### config.mk
export PLATFORM = sky130hd
export DESIGN_NAME = bus_uart_tx
export DESIGN_NICKNAME = d
export VERILOG_FILES = /design/src/rtl/bus_uart_tx.sv
export SDC_FILE = /design/constraint.sdc
export NUM_CORES = 1
export LEC_CHECK = 0
export BUFFER_PORTS_ARGS = -buffer_cell sky130_fd_sc_hd__buf_2
export CAP_MARGIN = 20
export CORE_MARGIN = 8
export CORE_UTILIZATION = 47
export CTS_CLUSTER_DIAMETER = 100
export DETAILED_ROUTE_END_ITERATION = 8
export PLACE_DENSITY = 0.7
export SLEW_MARGIN = 20
export SYNTH_ARGS = -nofsm -noshare
export SYNTH_HDL_FRONTEND = slang
export SYNTH_SLANG_ARGS = --single-unit
### constraint.sdc
create_clock -name clock -period 3.3 [get_ports clock]
set_input_delay 0.99 -clock clock [delete_from_list [all_inputs] [get_ports clock]]
set_output_delay 0.99 -clock clock [all_outputs]
set_load 0.02 [all_outputs]
### src/rtl/bus_uart_tx.sv
// bus_uart_tx: memory-mapped UART transmitter acting as a bus responder.
// Register window (16 bytes at BASE_ADDR): TXDATA, STATUS, DIVISOR, reserved.
// Written bytes are queued in a TX FIFO and shifted out 8N1, LSB first.
// Optional build macro BUS_UART_TX_PARITY_EN inserts an even-parity bit
// between the data bits and the stop bit.
module bus_uart_tx #(
    parameter logic [31:0] BASE_ADDR   = 32'h1000_0000,
    parameter int          FIFO_DEPTH  = 8,
    parameter logic [15:0] DEFAULT_DIV = 16'd868
) (
    input  logic        clock,
    input  logic        reset,
    input  logic [31:0] bus_address,
    input  logic [31:0] bus_write_data,
    output logic [31:0] bus_read_data,
    input  logic        bus_write,
    input  logic        bus_read,
    output logic        tx,
    output logic        tx_idle
);
    localparam int PTR_W = $clog2(FIFO_DEPTH);
    localparam int LVL_W = PTR_W + 1;

    typedef enum logic [2:0] {
        ST_IDLE   = 3'd0,
        ST_START  = 3'd1,
        ST_DATA   = 3'd2,
        ST_PARITY = 3'd3,
        ST_STOP   = 3'd4
    } state_t;

    // Even parity: the returned bit makes the total count of ones even.
    function automatic logic even_parity(input logic [7:0] data);
        return ^data;
    endfunction

    // Registers
    state_t             state_r;
    logic [15:0]        cnt_r;
    logic [2:0]         bit_idx_r;
    logic [7:0]         data_r;
    logic [15:0]        div_lat_r;
    logic               tx_r;
    logic [15:0]        divisor_r;
    logic               ovf_r;
    logic [LVL_W-1:0]   level_r;
    logic [PTR_W-1:0]   wr_ptr_r;
    logic [PTR_W-1:0]   rd_ptr_r;
    logic [7:0]         fifo_mem_r [FIFO_DEPTH];

    // Next-state and decode signals
    state_t             state_next_s;
    logic [15:0]        cnt_next_s;
    logic [2:0]         bit_idx_next_s;
    logic [7:0]         data_next_s;
    logic [15:0]        div_lat_next_s;
    logic               tx_next_s;
    logic               sel_s;
    logic [1:0]         offset_s;
    logic               wr_txdata_s;
    logic               wr_status_s;
    logic               wr_div_s;
    logic               empty_s;
    logic               full_s;
    logic               busy_s;
    logic               push_s;
    logic               drop_s;
    logic               pop_s;
    logic [15:0]        div_eff_s;
    logic [31:0]        level_ext_s;
    logic [31:0]        status_s;
    logic [31:0]        rd_data_s;
    logic               unused_s;

    assign sel_s       = (bus_address[31:4] == BASE_ADDR[31:4]);
    assign offset_s    = bus_address[3:2];
    assign wr_txdata_s = sel_s & bus_write & (offset_s == 2'd0);
    assign wr_status_s = sel_s & bus_write & (offset_s == 2'd1);
    assign wr_div_s    = sel_s & bus_write & (offset_s == 2'd2);
    assign empty_s     = (level_r == LVL_W'(0));
    assign full_s      = (level_r == LVL_W'(FIFO_DEPTH));
    assign busy_s      = (state_r != ST_IDLE);
    // Push is qualified against full before any same-cycle pop frees a slot.
    assign push_s      = wr_txdata_s & ~full_s;
    assign drop_s      = wr_txdata_s & full_s;
    assign pop_s       = (state_r == ST_IDLE) & ~empty_s;
    assign div_eff_s   = (divisor_r == 16'd0) ? 16'd1 : divisor_r;
    assign level_ext_s = 32'(level_r);
    assign status_s    = {16'd0, level_ext_s[7:0], 4'd0, ovf_r, busy_s, full_s, empty_s};
    assign unused_s    = ^{bus_read, bus_address[1:0], bus_write_data[31:16]};

    assign bus_read_data = rd_data_s;
    assign tx            = tx_r;
    assign tx_idle       = empty_s & (state_r == ST_IDLE);

    // Read mux: side-effect free, independent of bus_read.
    always_comb begin
        rd_data_s = 32'd0;
        if (sel_s) begin
            case (offset_s)
                2'd1:    rd_data_s = status_s;
                2'd2:    rd_data_s = {16'd0, divisor_r};
                default: rd_data_s = 32'd0;
            endcase
        end else begin
            rd_data_s = 32'd0;
        end
    end

    // Serializer next-state, baud counter and next tx level.
    always_comb begin
        state_next_s   = state_r;
        cnt_next_s     = cnt_r;
        bit_idx_next_s = bit_idx_r;
        data_next_s    = data_r;
        div_lat_next_s = div_lat_r;
        tx_next_s      = 1'b1;
        case (state_r)
            ST_IDLE: begin
                if (pop_s) begin
                    state_next_s   = ST_START;
                    data_next_s    = fifo_mem_r[rd_ptr_r];
                    div_lat_next_s = div_eff_s;
                    cnt_next_s     = div_eff_s - 16'd1;
                    bit_idx_next_s = 3'd0;
                    tx_next_s      = 1'b0;
                end else begin
                    tx_next_s = 1'b1;
                end
            end
            ST_START: begin
                if (cnt_r == 16'd0) begin
                    state_next_s   = ST_DATA;
                    cnt_next_s     = div_lat_r - 16'd1;
                    bit_idx_next_s = 3'd0;
                    tx_next_s      = data_r[0];
                end else begin
                    cnt_next_s = cnt_r - 16'd1;
                    tx_next_s  = 1'b0;
                end
            end
            ST_DATA: begin
                if (cnt_r == 16'd0) begin
                    cnt_next_s = div_lat_r - 16'd1;
                    if (bit_idx_r == 3'd7) begin
`ifdef BUS_UART_TX_PARITY_EN
                        state_next_s = ST_PARITY;
                        tx_next_s    = even_parity(data_r);
`else
                        state_next_s = ST_STOP;
                        tx_next_s    = 1'b1;
`endif
                    end else begin
                        bit_idx_next_s = bit_idx_r + 3'd1;
                        tx_next_s      = data_r[bit_idx_r + 3'd1];
                    end
                end else begin
                    cnt_next_s = cnt_r - 16'd1;
                    tx_next_s  = data_r[bit_idx_r];
                end
            end
`ifdef BUS_UART_TX_PARITY_EN
            ST_PARITY: begin
                if (cnt_r == 16'd0) begin
                    state_next_s = ST_STOP;
                    cnt_next_s   = div_lat_r - 16'd1;
                    tx_next_s    = 1'b1;
                end else begin
                    cnt_next_s = cnt_r - 16'd1;
                    tx_next_s  = even_parity(data_r);
                end
            end
`endif
            ST_STOP: begin
                if (cnt_r == 16'd0) begin
                    state_next_s = ST_IDLE;
                    tx_next_s    = 1'b1;
                end else begin
                    cnt_next_s = cnt_r - 16'd1;
                    tx_next_s  = 1'b1;
                end
            end
            default: begin
                state_next_s = ST_IDLE;
                tx_next_s    = 1'b1;
            end
        endcase
    end

    // Serializer state register; reset aborts any frame and idles the line.
    always_ff @(posedge clock) begin
        if (!reset) begin
            state_r   <= ST_IDLE;
            cnt_r     <= 16'd0;
            bit_idx_r <= 3'd0;
            data_r    <= 8'd0;
            div_lat_r <= 16'd1;
            tx_r      <= 1'b1;
        end else begin
            state_r   <= state_next_s;
            cnt_r     <= cnt_next_s;
            bit_idx_r <= bit_idx_next_s;
            data_r    <= data_next_s;
            div_lat_r <= div_lat_next_s;
            tx_r      <= tx_next_s;
        end
    end

    // FIFO bookkeeping plus the STATUS/DIVISOR control registers.
    always_ff @(posedge clock) begin
        if (!reset) begin
            level_r   <= LVL_W'(0);
            wr_ptr_r  <= PTR_W'(0);
            rd_ptr_r  <= PTR_W'(0);
            ovf_r     <= 1'b0;
            divisor_r <= DEFAULT_DIV;
        end else begin
            if (push_s) wr_ptr_r <= wr_ptr_r + PTR_W'(1);
            if (pop_s)  rd_ptr_r <= rd_ptr_r + PTR_W'(1);
            case ({push_s, pop_s})
                2'b10:   level_r <= level_r + LVL_W'(1);
                2'b01:   level_r <= level_r - LVL_W'(1);
                default: level_r <= level_r;
            endcase
            if (drop_s) begin
                ovf_r <= 1'b1;
            end else if (wr_status_s && bus_write_data[3]) begin
                ovf_r <= 1'b0;
            end
            if (wr_div_s) divisor_r <= bus_write_data[15:0];
        end
    end

    // FIFO storage; contents are don't-care until pointed at by a push.
    always_ff @(posedge clock) begin
        if (push_s) fifo_mem_r[wr_ptr_r] <= bus_write_data[7:0];
    end
endmodule

==> load_flow_metrics.sql, run 1 <==
INSERT INTO impl_metrics (metric_group, metric, value, unit) VALUES
('outcome', 'run_status', 'finished clean', ''),
('min_path', 'hold_depth', '2', ''),
('logic_synthesis', 'synth.yosys.seq_area_share', '0.477', ''),
('timing', 'fmax', '313', 'MHz'),
('place', 'quantity_of_i_o_buffers_inserted_on_ports', '66', ''),
('power', 'power.density', '444', 'nW/um^2'),
('floorplanning', 'fp.coreArea', '15000', 'sq um'),
('floorplanning', 'die_height', '139', 'um'),
('floorplanning', 'fp.dieArea', '19400', 'sq um'),
('setup_path', 'critPathMaxStageDelay', '0.27', 'ns'),
('logic_synthesis', 'ys.warnings.count', '0', ''),
('setup_path', 'cp_data_arrival_time', '2.21', 'ns'),
('power', 'power.clock.fraction', '0.489', ''),
('logic_synthesis', 'mappedNetlistArea', '7130', 'sq um'),
('power', 'p_sw_frac', '0.222', ''),
('setup_path', 'crit_required', '2.31', 'ns'),
('place', 'placedCellCount', '926', ''),
('finish', 'layoutNonFillerInstCount', '959', ''),
('floorplanning', 'fp-row-count', '45', ''),
('setup_path', 'ff2ff_setup_slack', '0.32', 'ns'),
('setup_path', 'cp_cell_sequence', 'buf_2 -> nor4_2 -> nand4_1 -> nor2_2 -> buf_6 -> nand2_4 -> nor2_1 -> buf_4', ''),
('place', 'dp.final_hpwl', '12000', 'um'),
('global_routing', 'grt_first_pass_wirelength', '26900', 'um'),
('global_routing', 'antenna_found_initial', '0', ''),
('global_routing', 'global_route.usage.total', '0.172', ''),
('clocking', 'clkSinkCount', '138', ''),
('routing', 'detail_route.drc_violations', '0', ''),
('clocking', 'cts-buffers-inserted', '17', ''),
('floorplanning', 'effective_utilization_at_floorplan', '0.475', ''),
('min_path', 'hold_class', 'reg -> reg', ''),
('timing', 'hold_viol', '0', ''),
('logic_synthesis', 'synthArstFlopShare', '0', ''),
('power', 'cell_internal_pwr', '2870', 'uW'),
('finish', 'layout_common_cells', 'dfxtp_1 (74), nand2_1 (70), edfxtp_1 (64), buf_2 (64), nor2_1 (48)', ''),
('finish', 'drive_above_1_share', '0.218', ''),
('timing', 'post-route-min-period', '3.20', 'ns'),
('finish', 'final.fill_count', '1282', ''),
('timing', 'hold_slack', '0.489', 'ns'),
('routing', 'drt_pass1_iterations', '5', ''),
('power', 'power.share.combinational', '0.026', ''),
('routing', 'drt-total-wl', '16500', 'um'),
('clocking', 'clk_latency', '0.42', 'ns'),
('clocking', 'clk_root_buffer_cell', 'clkbuf_16', ''),
('finish', 'seqCellArea', '3400', 'sq um'),
('place', 'gp_routability_congestion', '0.845', ''),
('finish', 'multi_input_comb_area', '3470', 'sq um'),
('logic_synthesis', 'synth_ff_type', 'dfxtp_1', ''),
('clocking', 'cts_buffer_depth', '2', ''),
('setup_path', 'crit_slowest_cell', 'nor4_2', ''),
('clocking', 'cts.htree.levels', '4', ''),
('setup_path', 'worst_setup_path_type', 'in -> out', ''),
('setup_path', 'rr_worst_depth', '10', ''),
('logic_synthesis', 'number_of_synthesized_register_bits', '138', ''),
('timing', 'fin_crit_sh', '0.968', ''),
('routing', 'initial_detailed_routing_violation_count', '378', ''),
('setup_path', 'rr_startpoint', 'divisor_r[14]$_SDFFE_PN0P_', ''),
('min_path', 'min_delay_startpoint', 'cnt_r[6]$_SDFFE_PN0P_', ''),
('setup_path', 'worstSetupEndpointType', 'output port', ''),
('routing', 'wl_per_cell', '17.3', 'um'),
('clocking', 'postCtsHoldBufs', '0', ''),
('power', 'leakagePower', '0.00309', 'uW'),
('global_routing', 'grt_pass1_vias', '5353', ''),
('logic_synthesis', 'ys_types', '62', ''),
('flow_run', 'drv_cap', '0', ''),
('finish', 'nNetsFinal', '840', ''),
('floorplanning', 'top_level_ports', '102', ''),
('timing', 'finClkSkew', '0.00878', 'ns'),
('clocking', 'tritoncts', 'yes', ''),
('timing', 'worst_slew_pin_slew', '0.836', 'ns'),
('global_routing', 'globalRouteOverflowTotal', '0', ''),
('logic_synthesis', 'synth_area_per_cell', '10.4', 'sq um');
sequential cells by signal, summed over array words and instances, names as in the netlist:
register    count
rd_ptr_r        3
div_lat_r      16
data_r          8
wr_ptr_r        3
cnt_r          16
state_r         3
fifo_mem_r     64
tx              1
bit_idx_r       3
ovf_r           1
level_r         4
divisor_r      16
cell type report:
class / instances / area share
Multi-Input combinational cell: 489 / 0.418
Sequential cell: 138 / 0.409
Timing Repair Buffer: 100 / 0.0715
Clock buffer: 17 / 0.0512
Tap cell: 188 / 0.0283
Clock inverter: 15 / 0.0166
Inverter: 12 / 0.00542
per-layer routing:
metal | global-route usage | part of all wire | vias to the layer above | wire (um)
met5 | 0 | 0 | - | 0
met2 | 0.293 | 0.49 | 162 | 8050
li1 | - | - | 2637 | -
met4 | 0.0503 | 0.010 | 0 | 168
met1 | 0.208 | 0.45 | 2568 | 7410
met3 | 0.0475 | 0.055 | 14 | 910
how the worst max path moves through the flow:
stage / end / slack [ns] / cells past startpoint
6_report: bus_read_data[10] / 0.10 / 8
5_1_grt: bus_read_data[8] / -0.005 / 8
4_1_cts: bus_read_data[10] / 0.02 / 8
3_5_place_dp: bus_read_data[10] / -0.12 / 8
3_3_place_gp: bus_read_data[8] / -0.09 / 8
2_1_floorplan: bus_read_data[0] / -0.001 / 6
stage by stage:
step	cell area (sq um)	TNS, ns	utilization	power (uW)	setup WS [ns]
after CTS	8270	0	0.550	3710	0.0187
after global placement	7690	-0.665	0.512	1910	-0.0875
final	8310	0	0.553	3690	0.104
after global routing	8310	-0.00945	0.553	3790	-0.00476
after detailed placement	7690	-0.755	0.512	1920	-0.119
after floorplan	7190	-0.0102	-	1880	-0.00127
cell families after synthesis:
logic type	after synthesis	share of synthesized area
fa+ha+maj	14	0.0246
flops	138	0.477
xor+xnor	37	0.0454
mux	48	0.102
compound gates	127	0.119
simple gates	247	0.181
buf+inv	73	0.0500
other cells	1	0.000526
power by group through the flow:
| stage | sequential (uW) | combinational (uW) | clock, uW |
|---|---|---|---|
| 2_1_floorplan | 1820 | 56.7 | 0 |
| 3_3_place_gp | 1820 | 89.8 | 0 |
| 3_5_place_dp | 1820 | 92.5 | 0 |
| 4_1_cts | 1790 | 94.1 | 1830 |
| 5_1_grt | 1790 | 105 | 1900 |
| 6_report | 1790 | 97.6 | 1800 |
timing repair:
item | 4_1_cts | 5_1_grt
pin swaps | 0 | 1
buffers inserted | 0 | 1
gates resized for setup | 3 | 8
setup endpoints to repair | 8 | 16
synthesized netlist by cell type, drive strengths merged, types with 22 or more instances:
cell type   n  area (sq um)
dfxtp      74          1480
nand2      71           267
edfxtp     64          1920
nor2       49           184
buf        35           214
mux2i      28           280
o21ai      27           139
clkbuf     26          97.6
a21oi      25           129
a21boi     22           165
nor4       22           159
xnor2      22           193
critical path, delay by kind of cell:
| family | cells | cell delay (ns) |
|---|---|---|
| simple gates | 5 | 0.78 |
| buf+inv | 3 | 0.43 |
(Power assumes the default switching activity.)
==> run 2: changes to the inputs <==
--- a/config.mk
+++ b/config.mk
@@ -8,11 +8,10 @@
 export BUFFER_PORTS_ARGS = -buffer_cell sky130_fd_sc_hd__buf_2
 export CAP_MARGIN = 20
 export CORE_MARGIN = 8
-export CORE_UTILIZATION = 47
+export CORE_UTILIZATION = 50
 export CTS_CLUSTER_DIAMETER = 100
 export DETAILED_ROUTE_END_ITERATION = 8
-export PLACE_DENSITY = 0.7
-export SLEW_MARGIN = 20
+export PLACE_DENSITY = 0.74
 export SYNTH_ARGS = -nofsm -noshare
 export SYNTH_HDL_FRONTEND = slang
 export SYNTH_SLANG_ARGS = --single-unit
==> constraint.sdc (replaced) <==
create_clock -name clock -period 2.9 [get_ports clock]
set_input_delay 0.87 -clock clock [delete_from_list [all_inputs] [get_ports clock]]
set_output_delay 0.87 -clock clock [all_outputs]
set_load 0.02 [all_outputs]
==> run 2 against run 1 <==
  * The flow now finishes with violations (setup timing)
  * Setup slack lost 0.19 ns
  * Clock power grew 21%
  * Cell area grew 5.6%
  * Global-route usage grew 2.2 points
  * Utilization grew 7.7 points
  * Via count grew 4.0%
  * Cell count grew 1.1%
==> load_flow_metrics.sql, run 2 (synthesized netlist as in run 1, its figures left out) <==
INSERT INTO impl_metrics (metric_group, metric, value, unit) VALUES
('floorplanning', 'die_height', '135', 'um'),
('clocking', 'clock_transition_at_the_registers_of_the_reported_paths', '0.06', 'ns'),
('floorplanning', 'top_level_ports', '102', ''),
('outcome', 'failed_checks', 'setup timing', ''),
('finish', 'layout_common_cells', 'dfxtp_1 (74), nand2_1 (70), edfxtp_1 (64), buf_4 (51), buf_2 (42)', ''),
('routing', 'wl_per_cell', '18.2', 'um'),
('clocking', 'cts-buffers-inserted', '17', ''),
('finish', 'registers.top_by_ff_count', 'fifo_mem_r', ''),
('global_routing', 'grt_first_pass_wirelength', '28300', 'um'),
('finish', 'area_overhead_of_the_layout_relative_to_synthesis', '23.1', '%'),
('finish', 'layoutNonFillerInstCount', '970', ''),
('min_path', 'hold_depth', '2', ''),
('timing', 'post-route-min-period', '2.98', 'ns'),
('place', 'dp.final_hpwl', '12000', 'um'),
('setup_path', 'rr_worst_depth', '11', ''),
('setup_path', 'cp_data_arrival_time', '2.11', 'ns'),
('routing', 'initial_detailed_routing_violation_count', '409', ''),
('floorplanning', 'fp.dieArea', '18300', 'sq um'),
('flow_run', 'drv_cap', '0', ''),
('setup_path', 'crit_required', '2.03', 'ns'),
('place', 'placedCellCount', '933', ''),
('finish', 'largest_reg_flops', '64', ''),
('outcome', 'run_status', 'finished, violations left', ''),
('min_path', 'hold_class', 'reg -> reg', ''),
('setup_path', 'worst_setup_path_type', 'in -> out', ''),
('routing', 'drt-vias-per-instance', '5.77', ''),
('floorplanning', 'fp-row-count', '43', ''),
('clocking', 'tritoncts', 'yes', ''),
('clocking', 'cts_buffer_depth', '2', ''),
('timing', 'worst_slew_pin_slew', '0.894', 'ns'),
('place', 'dpl-instance-area', '7850', 'sq um'),
('finish', 'leading_cell_type_in_the_layout_fill_and_taps_excluded', 'dfxtp_1', ''),
('global_routing', 'grt_pass1_vias', '5563', ''),
('setup_path', 'crit_path_start_kind', 'primary input', ''),
('finish', 'final.fill_count', '1031', ''),
('setup_path', 'ff2ff_setup_slack', '0.20', 'ns'),
('power', 'vdd_drop_max', '0.000459', 'V'),
('routing', 'route.vias.total', '5594', ''),
('clocking', 'clk_latency', '0.42', 'ns'),
('timing', 'setup_violations', '16', ''),
('routing', 'drt_pass1_iterations', '5', ''),
('timing', 'slew-limit-headroom', '0.398', ''),
('global_routing', 'global_route.usage.total', '0.194', ''),
('timing', 'fmax', '335', 'MHz'),
('power', 'power.density', '494', 'nW/um^2'),
('setup_path', 'rr_startpoint', 'divisor_r[9]$_SDFFE_PN1P_', ''),
('place', 'gp_routability_congestion', '0.880', ''),
('setup_path', 'critical_path_peak_fanout', '5', ''),
('routing', 'postRouteAntennaNets', '0', ''),
('timing', 'final.setup.worst_slack', '-0.0822', 'ns'),
('timing', 'finClkSkew', '0.00613', 'ns'),
('routing', 'detail_route.drc_violations', '0', ''),
('setup_path', 'rr_endpoint', 'cnt_r[6]$_SDFFE_PN0P_', ''),
('global_routing', 'grt_max_degree', '51', ''),
('floorplanning', 'die-width', '135', 'um'),
('place', 'quantity_of_i_o_buffers_inserted_on_ports', '66', ''),
('power', 'leakagePower', '0.00324', 'uW'),
('floorplanning', 'fp.coreArea', '13900', 'sq um'),
('finish', 'drive_above_1_share', '0.266', ''),
('setup_path', 'worstSetupEndpointType', 'output port', ''),
('clocking', 'clk_root_buffer_cell', 'clkbuf_16', ''),
('finish', 'nNetsFinal', '859', ''),
('routing', 'drt-total-wl', '17600', 'um'),
('clocking', 'postCtsHoldBufs', '0', ''),
('min_path', 'min_delay_startpoint', 'div_lat_r[14]$_SDFFE_PN0P_', ''),
('finish', 'insertedDiodeCount', '0', ''),
('global_routing', 'globalRouteOverflowTotal', '0', ''),
('timing', 'rsz0062_at_grt', 'yes', ''),
('finish', 'final_area', '8780', 'sq um'),
('floorplanning', 'effective_utilization_at_floorplan', '0.512', ''),
('min_path', 'hold_path_end', 'div_lat_r[14]$_SDFFE_PN0P_', ''),
('global_routing', 'antenna_found_initial', '0', ''),
('clocking', 'cts.htree.levels', '4', ''),
('clocking', 'clkSinkCount', '138', ''),
('timing', 'fin_crit_sh', '1.03', ''),
('timing', 'number_of_max_slew_violations_in_the_final_report', '0', ''),
('timing', 'hold_viol', '0', '');
[run 2: changes by cell type in the layout (fill, tap and decap cells not counted), moves of 7 or more]
cell and change:
buf_6 +24, buf_2 -22, buf_4 +16, nor2_1 -8
inv_8 +7
[run 2: layer usage]
metal | vias up | part of all wire | global-route usage
met5 | - | 0 | 0
li1 | 2679 | - | -
met3 | 31 | 0.056 | 0.0467
met2 | 202 | 0.50 | 0.328
met1 | 2682 | 0.42 | 0.229
met4 | 0 | 0.021 | 0.0876
[run 2: how the worst max path moves through the flow]
stage / start / endpoint
floorplan: bus_address[6] / bus_read_data[10]
global placement: bus_address[5] / bus_read_data[9]
detailed placement: bus_address[13] / level_r[3]$_SDFFE_PN0P_
CTS: bus_address[30] / bus_read_data[5]
global route: bus_address[26] / bus_read_data[5]
finish: bus_address[30] / bus_read_data[5]
[run 2: area by class of cell]
class | instances | area [sq um] | area share
clock buffer | 17 | 425 | 0.0484
clock inverter | 15 | 169 | 0.0192
inverter | 12 | 45.0 | 0.00513
timing repair buffer | 119 | 895 | 0.102
tap | 180 | 225 | 0.0256
sequential | 138 | 3400 | 0.388
multi-input combinational | 489 | 3620 | 0.412
[run 2: metrics by stage]
stage               utilization  power (uW)  TNS [ns]  setup slack (ns)  hold slack (ns)
CTS                       0.624        4350    -0.269           -0.0346            0.490
finish                    0.630        4330     -1.06           -0.0822            0.493
detailed placement        0.563        2180     -2.66            -0.190            0.481
floorplan                     -        2140    -0.176           -0.0251            0.455
global route              0.630        4450     -1.76            -0.128            0.520
global placement          0.563        2180     -2.42            -0.156            0.469
[run 2: worst max-delay path: stages]
cell and delay (ns):
buf_6 0.10, nor4_4 0.28, nand4_1 0.18, nor2_4 0.23, buf_6 0.16, and3_4 0.19
buf_6 0.11
[run 2: power breakdown]
group          leakage [uW]  switching, uW  internal [uW]
Combinational       0.00178           79.5           50.3
Clock              0.000292            939           1230
Sequential          0.00117      0.0000281           2030
Total               0.00324           1020           3320
[run 2: timing repair]
| item | 4_1_cts | 5_1_grt |
|---|---|---|
| resized for setup | 52 | 15 |
| setup buffers | 3 | 1 |
| endpoints found under the setup margin | 16 | 18 |
| gates cloned | 1 | 0 |
| pin swaps | 17 | 1 |
| endpoints found under the hold margin | 0 | 0 |
